==> config.mk <==
export PLATFORM = sky130hd
export DESIGN_NAME = burst_bus_arbiter
export DESIGN_NICKNAME = d
export VERILOG_FILES = /design/src/rtl/burst_bus_arbiter_pkg.sv /design/src/rtl/burst_bus_arbiter.sv
export SDC_FILE = /design/constraint.sdc
export NUM_CORES = 1
export LEC_CHECK = 0
export BUFFER_PORTS_ARGS = -buffer_cell sky130_fd_sc_hd__buf_2
export CORE_AREA = 3 3 164 166
export CTS_CLUSTER_DIAMETER = 100
export DETAILED_ROUTE_END_ITERATION = 12
export DIE_AREA = 0 0 167 169
export GPL_TIMING_DRIVEN = 0
export REMOVE_ABC_BUFFERS = 1
export SYNTH_ARGS = -nofsm -noshare
export SYNTH_HDL_FRONTEND = slang
export SYNTH_SLANG_ARGS = --single-unit
==> constraint.sdc <==
create_clock -name i_clk -period 5.5 [get_ports i_clk]
set_clock_uncertainty 0.05 [all_clocks]
set_input_delay 1.375 -clock i_clk [delete_from_list [all_inputs] [get_ports i_clk]]
set_output_delay 1.375 -clock i_clk [all_outputs]
set_load 0.1 [all_outputs]
==> src/rtl/burst_bus_arbiter_pkg.sv <==
// Shared types and default sizes for the PSRAM burst-bus arbiter.
//   burst_cmd_e    : command encoding on the burst bus (1 = write, 0 = read)
//   arb_state_e    : arbiter FSM states
//   PSRAM_*        : default address/data width and beats per burst
package burst_bus_arbiter_pkg;

  typedef enum bit {BURST_READ, BURST_WRITE} burst_cmd_e;

  typedef enum logic [1:0] {StIdle, StWrite, StRead} arb_state_e;

  parameter int unsigned PSRAM_ADDR_WIDTH  = 21;
  parameter int unsigned PSRAM_DATA_WIDTH  = 64;
  parameter int unsigned PSRAM_BURST_BEATS = 4;

endpackage

==> src/rtl/burst_bus_arbiter.sv <==
// Round-robin N-to-1 arbiter sharing one PSRAM burst-bus controller between several
// burst-bus masters. The grant is locked for a whole write burst or read return, and
// read beats are routed back only to the master that issued the read.
// Ports:
//   i_clk, i_rst            : clock, synchronous active-high reset
//   i_m_cmd/_cmd_en/_addr/_wr_data/_data_mask : packed per-master command side
//   o_m_ready               : per-master ready, at most one bit high
//   o_m_rd_data             : read data broadcast to all masters
//   o_m_rd_data_valid       : read beat valid, granted master only
//   o_s_*                   : command side toward the controller
//   i_s_rd_data/_valid, i_s_ready : controller responses
//   o_err                   : sticky, set by a read beat nobody asked for
module burst_bus_arbiter
  import burst_bus_arbiter_pkg::*;
#(
  parameter int unsigned NUM_MASTERS = 2,
  parameter int unsigned BURST_BEATS = PSRAM_BURST_BEATS,
  parameter int unsigned ADDR_WIDTH  = PSRAM_ADDR_WIDTH,
  parameter int unsigned DATA_WIDTH  = PSRAM_DATA_WIDTH
) (
  input  logic                                i_clk,
  input  logic                                i_rst,
  input  logic [NUM_MASTERS-1:0]              i_m_cmd,
  input  logic [NUM_MASTERS-1:0]              i_m_cmd_en,
  input  logic [NUM_MASTERS*ADDR_WIDTH-1:0]   i_m_addr,
  input  logic [NUM_MASTERS*DATA_WIDTH-1:0]   i_m_wr_data,
  input  logic [NUM_MASTERS*DATA_WIDTH/8-1:0] i_m_data_mask,
  output logic [NUM_MASTERS-1:0]              o_m_ready,
  output logic [DATA_WIDTH-1:0]               o_m_rd_data,
  output logic [NUM_MASTERS-1:0]              o_m_rd_data_valid,
  output logic                                o_s_cmd,
  output logic                                o_s_cmd_en,
  output logic [ADDR_WIDTH-1:0]               o_s_addr,
  output logic [DATA_WIDTH-1:0]               o_s_wr_data,
  output logic [DATA_WIDTH/8-1:0]             o_s_data_mask,
  input  logic [DATA_WIDTH-1:0]               i_s_rd_data,
  input  logic                                i_s_rd_data_valid,
  input  logic                                i_s_ready,
  output logic                                o_err
);

  localparam int unsigned MaskW = DATA_WIDTH / 8;
  localparam int unsigned PtrW  = (NUM_MASTERS > 1) ? $clog2(NUM_MASTERS) : 1;
  localparam int unsigned CntW  = $clog2(BURST_BEATS + 1);

  arb_state_e      r_state;
  logic [PtrW-1:0] r_ptr;
  logic [PtrW-1:0] r_grant;
  logic [CntW-1:0] r_cnt;
  logic            r_err;

  logic [PtrW-1:0] w_sel;
  logic            w_fire;
  logic            w_is_write;

  function automatic logic [PtrW-1:0] f_next(input logic [PtrW-1:0] p);
    f_next = (p == PtrW'(NUM_MASTERS - 1)) ? '0 : p + PtrW'(1);
  endfunction

  // While idle the offered master drives the controller; otherwise the granted one does.
  assign w_sel      = (r_state == StIdle) ? r_ptr : r_grant;
  assign w_fire     = (r_state == StIdle) && !i_rst && i_s_ready && i_m_cmd_en[r_ptr];
  assign w_is_write = (burst_cmd_e'(i_m_cmd[r_ptr]) == BURST_WRITE);

  always_comb begin
    o_s_cmd       = 1'b0;
    o_s_addr      = '0;
    o_s_wr_data   = '0;
    o_s_data_mask = '0;
    for (int i = 0; i < NUM_MASTERS; i++) begin
      if (w_sel == PtrW'(i)) begin
        o_s_cmd       = i_m_cmd[i];
        o_s_addr      = i_m_addr[i*ADDR_WIDTH +: ADDR_WIDTH];
        o_s_wr_data   = i_m_wr_data[i*DATA_WIDTH +: DATA_WIDTH];
        o_s_data_mask = i_m_data_mask[i*MaskW +: MaskW];
      end
    end
  end

  always_comb begin
    o_m_ready         = '0;
    o_m_rd_data_valid = '0;
    if (!i_rst && (r_state == StIdle)) begin
      o_m_ready[r_ptr] = i_s_ready;
    end
    if (!i_rst && (r_state == StRead)) begin
      o_m_rd_data_valid[r_grant] = i_s_rd_data_valid;
    end
  end

  assign o_s_cmd_en  = w_fire;
  assign o_m_rd_data = i_s_rd_data;
  assign o_err       = r_err;

  always_ff @(posedge i_clk) begin
    if (i_rst) begin
      r_state <= StIdle;
      r_ptr   <= '0;
      r_grant <= '0;
      r_cnt   <= '0;
      r_err   <= 1'b0;
    end else begin
      // Any beat outside a read return has no owner.
      if (i_s_rd_data_valid && (r_state != StRead)) begin
        r_err <= 1'b1;
      end
      unique case (r_state)
        StIdle: begin
          if (w_fire) begin
            r_grant <= r_ptr;
            if (w_is_write) begin
              if (BURST_BEATS == 1) begin
                r_ptr <= f_next(r_ptr);
              end else begin
                r_state <= StWrite;
                r_cnt   <= CntW'(BURST_BEATS - 1);
              end
            end else begin
              r_state <= StRead;
              r_cnt   <= CntW'(BURST_BEATS);
            end
          end else if (i_s_ready) begin
            // Offered master passed up its turn.
            r_ptr <= f_next(r_ptr);
          end
        end
        StWrite: begin
          r_cnt <= r_cnt - CntW'(1);
          if (r_cnt == CntW'(1)) begin
            r_state <= StIdle;
            r_ptr   <= f_next(r_grant);
          end
        end
        StRead: begin
          if (i_s_rd_data_valid) begin
            r_cnt <= r_cnt - CntW'(1);
            if (r_cnt == CntW'(1)) begin
              r_state <= StIdle;
              r_ptr   <= f_next(r_grant);
            end
          end
        end
        default: r_state <= StIdle;
      endcase
    end
  end

endmodule

==> flow_summary.json <==
{
  "yosys_warnings": 0,
  "finalHoldViolCount": 0,
  "r2r_setup_slack_ps": 3810,
  "dpl-instance-area_sq_um": 3850,
  "fin_tns_setup_ps": 0,
  "setup_ws_ps": 789,
  "outcome": "complete, no violations",
  "worst_pin_slew_ps": 922,
  "wl_per_cell_um": 17.6,
  "peakVddDrop_mv": 0.329,
  "hold_class": "reg -> reg",
  "synth_top_area_frac": 0.365,
  "setup_violations": 0,
  "cp.arrival_ps": 3290,
  "total_power_w": 0.00238,
  "cp_max_fo": 21,
  "synth_area_leaders": "mux2_4 (36%), buf_4 (19%), mux2_2 (16%), dfxtp_1 (6.5%), buf_6 (3.2%)",
  "numCtsBuffers": 3,
  "ctsResizeCount": 0,
  "crit_path_start_kind": "flop",
  "fp.dieW_um": 167,
  "hp-start": "o_err",
  "ys_ff_latch": 8,
  "yosys.area.top_type": "mux2_4",
  "vias": 2715,
  "power_density_nw_per_um2": 606,
  "hold_buffers": 0,
  "insertion_delay_ps": 240,
  "syn2layout_area_growth_pct": 59.1,
  "die_area_sq_um": 28200,
  "cpMostUsedCell": "buf_12",
  "grt_pass1_vias": 2542,
  "crit_family": "multiplexers",
  "grt_overflow_total": 0,
  "port_buffers": 293,
  "die_h_um": 169,
  "routed_via_density": 3.38,
  "async_reset_ff_frac": 0,
  "crit_slowest_cell": "mux2i_4",
  "slew_headroom": 0.372,
  "rows": 59,
  "synthesis.area_sq_um": 2470,
  "dpl_worst_slack_ps": 974,
  "required_ps": 4070,
  "worst_r2r_path_depth": 6,
  "ys_seq_area_frac": 0.0649,
  "worst_setup_path_end_kind": "output pin",
  "drive_above_1_share": 0.848,
  "fin_crit_ps": 4710,
  "diodes": 0,
  "clock-sinks": 8,
  "ios": 422,
  "cts_setup_buffers": 0,
  "rsz0062_at_grt": "no",
  "yosys.cell_count.top_type": "buf_4",
  "drcViolationCount": 0,
  "cts_tree": "done",
  "drt-pass1-iter-count": 4,
  "postSynthAreaPerCell_sq_um": 10.1,
  "clockBufferDepth": 2,
  "clk_pin_slew_ps": 40,
  "crit_type": "reg -> out",
  "grt_util_met3": 0.0880,
  "final_util": 0.152,
  "grt_pass1_wl_mm": 18.2,
  "maxCapViolCount": 0,
  "fp.coreArea_sq_um": 25800,
  "start_util": 0.0958,
  "met1_usage": 0.0963,
  "htree_levels": 1,
  "antenna_left": 0,
  "slowest_delay_ps": 860,
  "fmax_ghz": 0.212,
  "netlist_top_cells_count": "buf_4 (64), mux2_4 (60), mux2_2 (35)",
  "crit_buf_inv": 5,
  "synth_edf_count": 0,
  "synthFlopType": "dfxtp_1",
  "crit_chain": "inv_1 > ha_1 > mux2i_4 > buf_16 > buf_12 > buf_12 > mux2_2 > buf_2",
  "grt_max_degree": 22,
  "drt-initial-drc-count": 86,
  "routabilityCongestion": 0.697,
  "reg2reg_to": "r_cnt[0]",
  "root_buffer": "clkbuf_16",
  "slew_violations": 0,
  "grt_antenna_before_repair": 0,
  "p_leak_nw": 2.19,
  "holdPathEnd": "o_err",
  "hold_depth": 2,
  "routed_wl_mm": 14.1,
  "track_usage": 0.0873,
  "final_area_sq_um": 3930,
  "period_share": 0.857,
  "crit_cells": 8,
  "hpwl_mm": 12.2,
  "busiest_layer": "met2",
  "grt.met2_usage": 0.115,
  "num-nets-final": 733,
  "synthCells": 245,
  "synth.distinct_cells": 30,
  "r2r_start": "r_state[0]"
}
## kinds of logic after synthesis
| logic type | Yosys count | synth area share |
|---|---|---|
| muxes | 101 | 0.554 |
| buffers and inverters | 85 | 0.250 |
| and+or+nand+nor | 29 | 0.0618 |
| AOI/OAI and AO/OA | 16 | 0.0400 |
| DFF | 8 | 0.0649 |
| adders and majority gates | 5 | 0.0253 |
| xor gates and xnor gates | 1 | 0.00355 |
## per-stage QoR
stage          hold WS (ps)  instances
2_1_floorplan           394        168
3_3_place_gp            404        796
3_5_place_dp            404        800
4_1_cts                 416        803
5_1_grt                 458        803
6_report                413        803
## power breakdown
group,switching [W],internal (W)
combinational,0.00162,0.000541
clock,0.0000314,0.0000940
sequential,0.0000207,0.0000774
## state kept, by name, summed over array words and instances (netlist names)
signal	flops
r_cnt	3
r_state	2
o_err	1
r_grant	1
r_ptr	1
## routing by layer
layer,share of wire,wire (um)
met5,0.018,260
met4,0.0061,86
met3,0.22,3070
met2,0.40,5600
met1,0.36,5100
## placed cells by master (no fill, tap or decap), types with 3 or more instances in the layout
cell type and n:
mux2_4 60, nand4_1 3, ha_1 5, nor2_1 5
buf_12 3, a21oi_1 7, dfxtp_1 8, nand2_1 8
o21ai_0 3, mux2i_1 5, inv_1 8, clkbuf_16 3
mux2_2 35, buf_2 293, nand2b_1 7
## area by class of cell
class / count / area, sq um
Fill cell: 2922 / 21800
Multi-Input combinational cell: 152 / 1690
Timing Repair Buffer: 297 / 1550
Tap cell: 335 / 419
Sequential cell: 8 / 160
Clock buffer: 3 / 75.1
Inverter: 8 / 30.0
## tightest hold or removal path: cells and delay by family (launching register included)
family,cells,cell delay (ps)
compound gates,1,40
simple gates,1,70
flops,1,310
## how the worst max path moves through the flow
stage	to	startpoint	slack (ps)
2_1_floorplan	o_s_addr[0]	r_state[0]	60
3_3_place_gp	o_s_data_mask[0]	r_state[0]	-940
3_5_place_dp	o_s_addr[1]	r_state[0]	970
4_1_cts	o_s_addr[1]	r_state[0]	730
5_1_grt	o_s_addr[1]	r_state[0]	590
6_report	o_s_addr[1]	r_state[0]	790
No activity file was read; power rests on OpenSTA's default activity.
